### config.mk
export PLATFORM = sky130hd
export DESIGN_NAME = bsg_credit_rr_scheduler
export DESIGN_NICKNAME = d
export VERILOG_FILES = /design/src/rtl/bsg_credit_rr_scheduler.sv
export SDC_FILE = /design/constraint.sdc
export NUM_CORES = 1
export LEC_CHECK = 0
export ABC_AREA = 1
export CELL_PAD_IN_SITES_DETAIL_PLACEMENT = 2
export CELL_PAD_IN_SITES_GLOBAL_PLACEMENT = 2
export CORE_ASPECT_RATIO = 1.5
export CORE_MARGIN = 1.5
export CORE_UTILIZATION = 24
export DETAILED_ROUTE_END_ITERATION = 10
export GPL_TIMING_DRIVEN = 0
export PLACE_DENSITY_LB_ADDON = 0.1
export SYNTH_ARGS = -nofsm -noshare
export SYNTH_HDL_FRONTEND = slang
export SYNTH_SLANG_ARGS = --single-unit
### constraint.sdc
create_clock -name clk_i -period 1.85 [get_ports clk_i]
set_input_delay 0.4625 -clock clk_i [delete_from_list [all_inputs] [get_ports clk_i]]
set_output_delay 0.4625 -clock clk_i [all_outputs]
set_load 0.1 [all_outputs]
### src/rtl/bsg_credit_rr_scheduler.sv
`default_nettype none
// ============================================================================
// Module      : bsg_credit_rr_scheduler
// Description : Round-robin grant of a shared credit pool among els_p
//               requesters, with a drain/resume handshake that parks the
//               scheduler until every credit has come home, and a sticky
//               overflow flag for credits returned into a full pool.
// Revision    : 1.0 - initial release
// ============================================================================
module bsg_credit_rr_scheduler #(
    parameter int els_p         = 4,
    parameter int max_credits_p = 8,
    localparam int cw           = $clog2(max_credits_p + 1)
) (
    input  logic             clk_i,
    input  logic             reset_i,
    input  logic [els_p-1:0] v_i,
    output logic [els_p-1:0] yumi_o,
    input  logic             credit_return_i,
    input  logic             drain_i,
    input  logic             resume_i,
    output logic [cw-1:0]    credits_o,
    output logic             drained_o,
    output logic             overflow_o
);

    localparam int            c_LW       = $clog2(els_p);
    localparam logic [cw-1:0] c_MAX      = cw'(max_credits_p);
    localparam logic [c_LW-1:0] c_LAST_RST = c_LW'(els_p - 1);
    localparam logic [c_LW:0] c_ELS      = (c_LW + 1)'(els_p);

    typedef enum logic [1:0] {
        S_RUN     = 2'd0,
        S_DRAIN   = 2'd1,
        S_DRAINED = 2'd2
    } state_t;

    state_t            r_state;
    state_t            w_state_next;
    logic [cw-1:0]     r_credits;
    logic [cw-1:0]     w_credits_next;
    logic [c_LW-1:0]   r_last;
    logic              r_overflow;
    logic              w_overflow_set;
    logic [els_p-1:0]  w_pick;
    logic [c_LW-1:0]   w_pick_idx;
    logic [c_LW:0]     w_idx;
    logic              w_found;
    logic              w_grant_ok;
    logic              w_grant;

    // A grant is allowed only from registered state and the non-credit inputs;
    // credit_return_i never feeds this term, so a returned credit cannot bypass.
    assign w_grant_ok = !reset_i && (r_state == S_RUN) && !drain_i
                        && (r_credits != '0);
    assign w_grant    = w_grant_ok && w_found;

    // Round-robin search: scan from last winner + 1, wrapping at els_p.
    always_comb begin
        w_pick     = '0;
        w_pick_idx = r_last;
        w_found    = 1'b0;
        w_idx      = '0;
        for (int i = 1; i <= els_p; i++) begin
            w_idx = {1'b0, r_last} + (c_LW + 1)'(i);
            if (w_idx >= c_ELS) begin
                w_idx = w_idx - c_ELS;
            end
            if (!w_found && v_i[w_idx[c_LW-1:0]]) begin
                w_found    = 1'b1;
                w_pick_idx = w_idx[c_LW-1:0];
            end
        end
        if (w_found) begin
            w_pick[w_pick_idx] = 1'b1;
        end
    end

    // Next credit count: +return -grant, saturating at the pool size.
    always_comb begin
        w_credits_next = r_credits;
        w_overflow_set = 1'b0;
        if (credit_return_i && !w_grant) begin
            if (r_credits == c_MAX) begin
                w_overflow_set = 1'b1;
            end else begin
                w_credits_next = r_credits + cw'(1);
            end
        end else if (!credit_return_i && w_grant) begin
            w_credits_next = r_credits - cw'(1);
        end
    end

    // Drain handshake state transitions.
    always_comb begin
        w_state_next = r_state;
        case (r_state)
            S_RUN:     if (drain_i) w_state_next = S_DRAIN;
            S_DRAIN:   if (w_credits_next == c_MAX) w_state_next = S_DRAINED;
            S_DRAINED: if (resume_i) w_state_next = S_RUN;
            default:   w_state_next = S_RUN;
        endcase
    end

    // State register.
    always_ff @(posedge clk_i) begin
        if (reset_i) begin
            r_state <= S_RUN;
        end else begin
            r_state <= w_state_next;
        end
    end

    // Credit counter, round-robin pointer and sticky overflow registers.
    always_ff @(posedge clk_i) begin
        if (reset_i) begin
            r_credits  <= c_MAX;
            r_last     <= c_LAST_RST;
            r_overflow <= 1'b0;
        end else begin
            r_credits <= w_credits_next;
            if (w_grant) begin
                r_last <= w_pick_idx;
            end
            if (w_overflow_set) begin
                r_overflow <= 1'b1;
            end
        end
    end

    assign yumi_o     = w_grant_ok ? w_pick : '0;
    assign credits_o  = r_credits;
    assign drained_o  = (r_state == S_DRAINED);
    assign overflow_o = r_overflow;

endmodule
`default_nettype wire

==> results.ini <==
[timing]
rsz0062_at_grt = true
hold_viol_final = 0
post-route-period-util_pct = 137
fin_ws_ns = -0.676
fin_skew_ns = 0.00296
drv_slew = 0
tightest_slew_ns = 0.551
tns_ns = -3.76
maxSlewHeadroom_pct = 63.4
period_needed_ns = 2.53
setup_violations = 10
fmax_mhz = 396
hold-worst-slack_ns = 0.484

[worst_setup_path]
path_cells = buf_8, clkinv_8, nand2_4, nand2_4, o21ai_4, nor3_4, inv_2, nand2_4, xor2_4, inv_2, nand3_2, clkinvlp_4, buf_12
cp_slowest_cell = dfxtp_2
crit_required_ns = 1.39
arrival_ns = 2.06
critPathTopFamily = buffers and inverters
startpoint_type = register
max_stage_delay_ns = 0.33
critPathKind = reg2out
crit_buf_inv = 6
crit_top_cell = nand2_4
end_kind = primary output
cp_max_fo = 8

[yosys]
syn-instance-count = 134
yosysSeqAreaShare_pct = 19.8
ys.flop_type = dfxtp_1
synth_top_cell_by_area = dfxtp_1
netlist_top_cells_area = dfxtp_1 20%, nand2_1 13%, inv_1 8.7%
ys_async_sr_fraction_pct = 0
syn_area_um2 = 911
synth_top_area_share_pct = 19.8
ys_ff_latch = 9
synth.distinct_cells = 26
synth-edff-count = 0
synth.avg_cell_area_um2 = 6.80
syn_nets = 145
ys_warn_count = 0

[floorplan]
die_w_um = 53.3
start_util_pct = 25.0
core_um2 = 3650
io_pins = 19
dieArea_um2 = 4180
die_h_um = 78.5
placementRows = 27

[power]
p_total_mw = 2.35
power_density_nw_per_um2 = 1360
vdd_drop_max_mv = 0.580
p_leak_nw = 0.765

[detailed_routing]
drc = 0
routed_wirelength_mm = 3.49
met3WireLength_um = 63
drtAntennaViolNets = 0
drt_first_pass_iters = 4
first_iter_violations = 2
met1_length_mm = 1.16
routed_via_density = 4.77
avgRoutedWirePerCell_um = 15.9
top_layer = met4
vias = 1049
route.met2.wl_mm = 2.12

[final_layout]
layout-drive-gt1-share_pct = 62.7
multi_input_area_um2 = 885
areaGrowthSynthToFinish_pct = 89.7
fillers = 397
final_util_pct = 47.4
n_antenna_cell = 0
fin_cells = 220
final_nets = 189
final-seq-area_um2 = 198

[clock_network]
path_clk_slew_ns = 0.05
h-tree-depth = 1
insertion_delay_ns = 0.24
cts_sinks = 9
ctsRootBufferMaster = clkbuf_8
cts_tree = built
clockBufferDepth = 2
cts-buffers-inserted = 3
ctsHoldBuffers = 0

[global_routing]
overflow = 0
antenna_found_initial = 0
grt_pass1_wl_mm = 5.19
grt_usage_pct = 16.8
grt_pass1_vias = 1152
grt_max_degree = 9

[place]
dpl.hpwl_mm = 2.47
dp_cells = 195
gp_congestion = 0.853
portBuffers = 18

[run_status]
violations = negative setup slack
status = finished, violations left

[run]
maxCapViolCount = 0

[hold_path]
min-delay-path-class = reg2reg

-- metal layers --
metal | vias to the layer above | global-route usage, %
li1 | 513 | -
met4 | 0 | 8.97
met5 | - | 0
met3 | 11 | 1.14
met1 | 508 | 16.0
met2 | 17 | 33.0
-- power by group --
group	internal, mW	total [mW]	switching [mW]
registers	0.254	0.316	0.0621
clock network	0.151	0.238	0.0866
logic	0.638	1.79	1.16
-- cells in the mapped netlist (4+ instances only) --
library cell   n
nor2_1         7
o211ai_1       4
inv_2          4
nand4_1        4
dfxtp_1        9
nand2_2        9
nand2_4        6
nand3_2        7
xor2_1         4
nand2_1       31
inv_1         21
nand3_1        8
a21oi_1        4
-- final timing paths --
check / from / to / slack (ns) / cells after the start
worst max-delay path: r_last[0]$_SDFFE_PP1P_ / yumi_o[2] / -0.68 / 13
worst min-delay path: overflow_o$_SDFFE_PP0P_ / overflow_o$_SDFFE_PP0P_ / 0.48 / 1
worst max register to register: r_last[0]$_SDFFE_PP1P_ / r_state[0]$_SDFFE_PP0P_ / -0.36 / 18
worst min register to register: overflow_o$_SDFFE_PP0P_ / overflow_o$_SDFFE_PP0P_ / 0.48 / 1
-- what timing repair did --
| item | CTS | global route |
|---|---|---|
| setup endpoints to repair | 19 | 11 |
| resized for setup | 97 | 28 |
| pin swaps | 23 | 24 |
| setup buffers | 14 | 8 |
-- metrics by stage --
| step | setup WS, ns | cell area (um^2) |
|---|---|---|
| CTS | -0.684 | 1550 |
| global placement | -2.06 | 1210 |
| floorplan | -0.765 | 981 |
| finish | -0.676 | 1730 |
| global route | -0.775 | 1730 |
| detailed placement | -2.12 | 1210 |
-- cells by family (layout without fill, tap and decap cells) --
logic type      Yosys count  after routing  share of synthesized area, %
compound gates           13             13                          10.7
xor+xnor                  4              4                          3.85
fa+ha+maj                 2              2                          2.75
buf+inv                  27             70                          12.5
flops                     9              9                          19.8
simple gates             79             79                          50.4
-- layout make-up --
type | instances | share of cell area (%)
repair buffers | 39 | 23.6
well taps | 43 | 3.11
plain buffers | 1 | 0.869
multi-input cells | 98 | 51.2
flip-flops and latches | 9 | 11.4
inverters | 26 | 7.17
clock buffers | 4 | 2.61
-- registers in the layout, summed over array words and instances, names as in the netlist --
signal      cells
overflow_o      1
credits_o       4
r_state         2
r_last          2
-- cell usage in the layout (no fill, tap or decap), types with 5 or more instances in the layout --
cell type and instances:
nor2_4 5, nand2_2 16, dlygate4sd2_1 6, nand2_1 15, buf_4 13, clkdlybuf4s15_2 6
inv_2 6, nand2_4 12, buf_6 8, nand3_2 7, nand3_4 5, inv_1 14
Power figures use the tool's default switching activity.
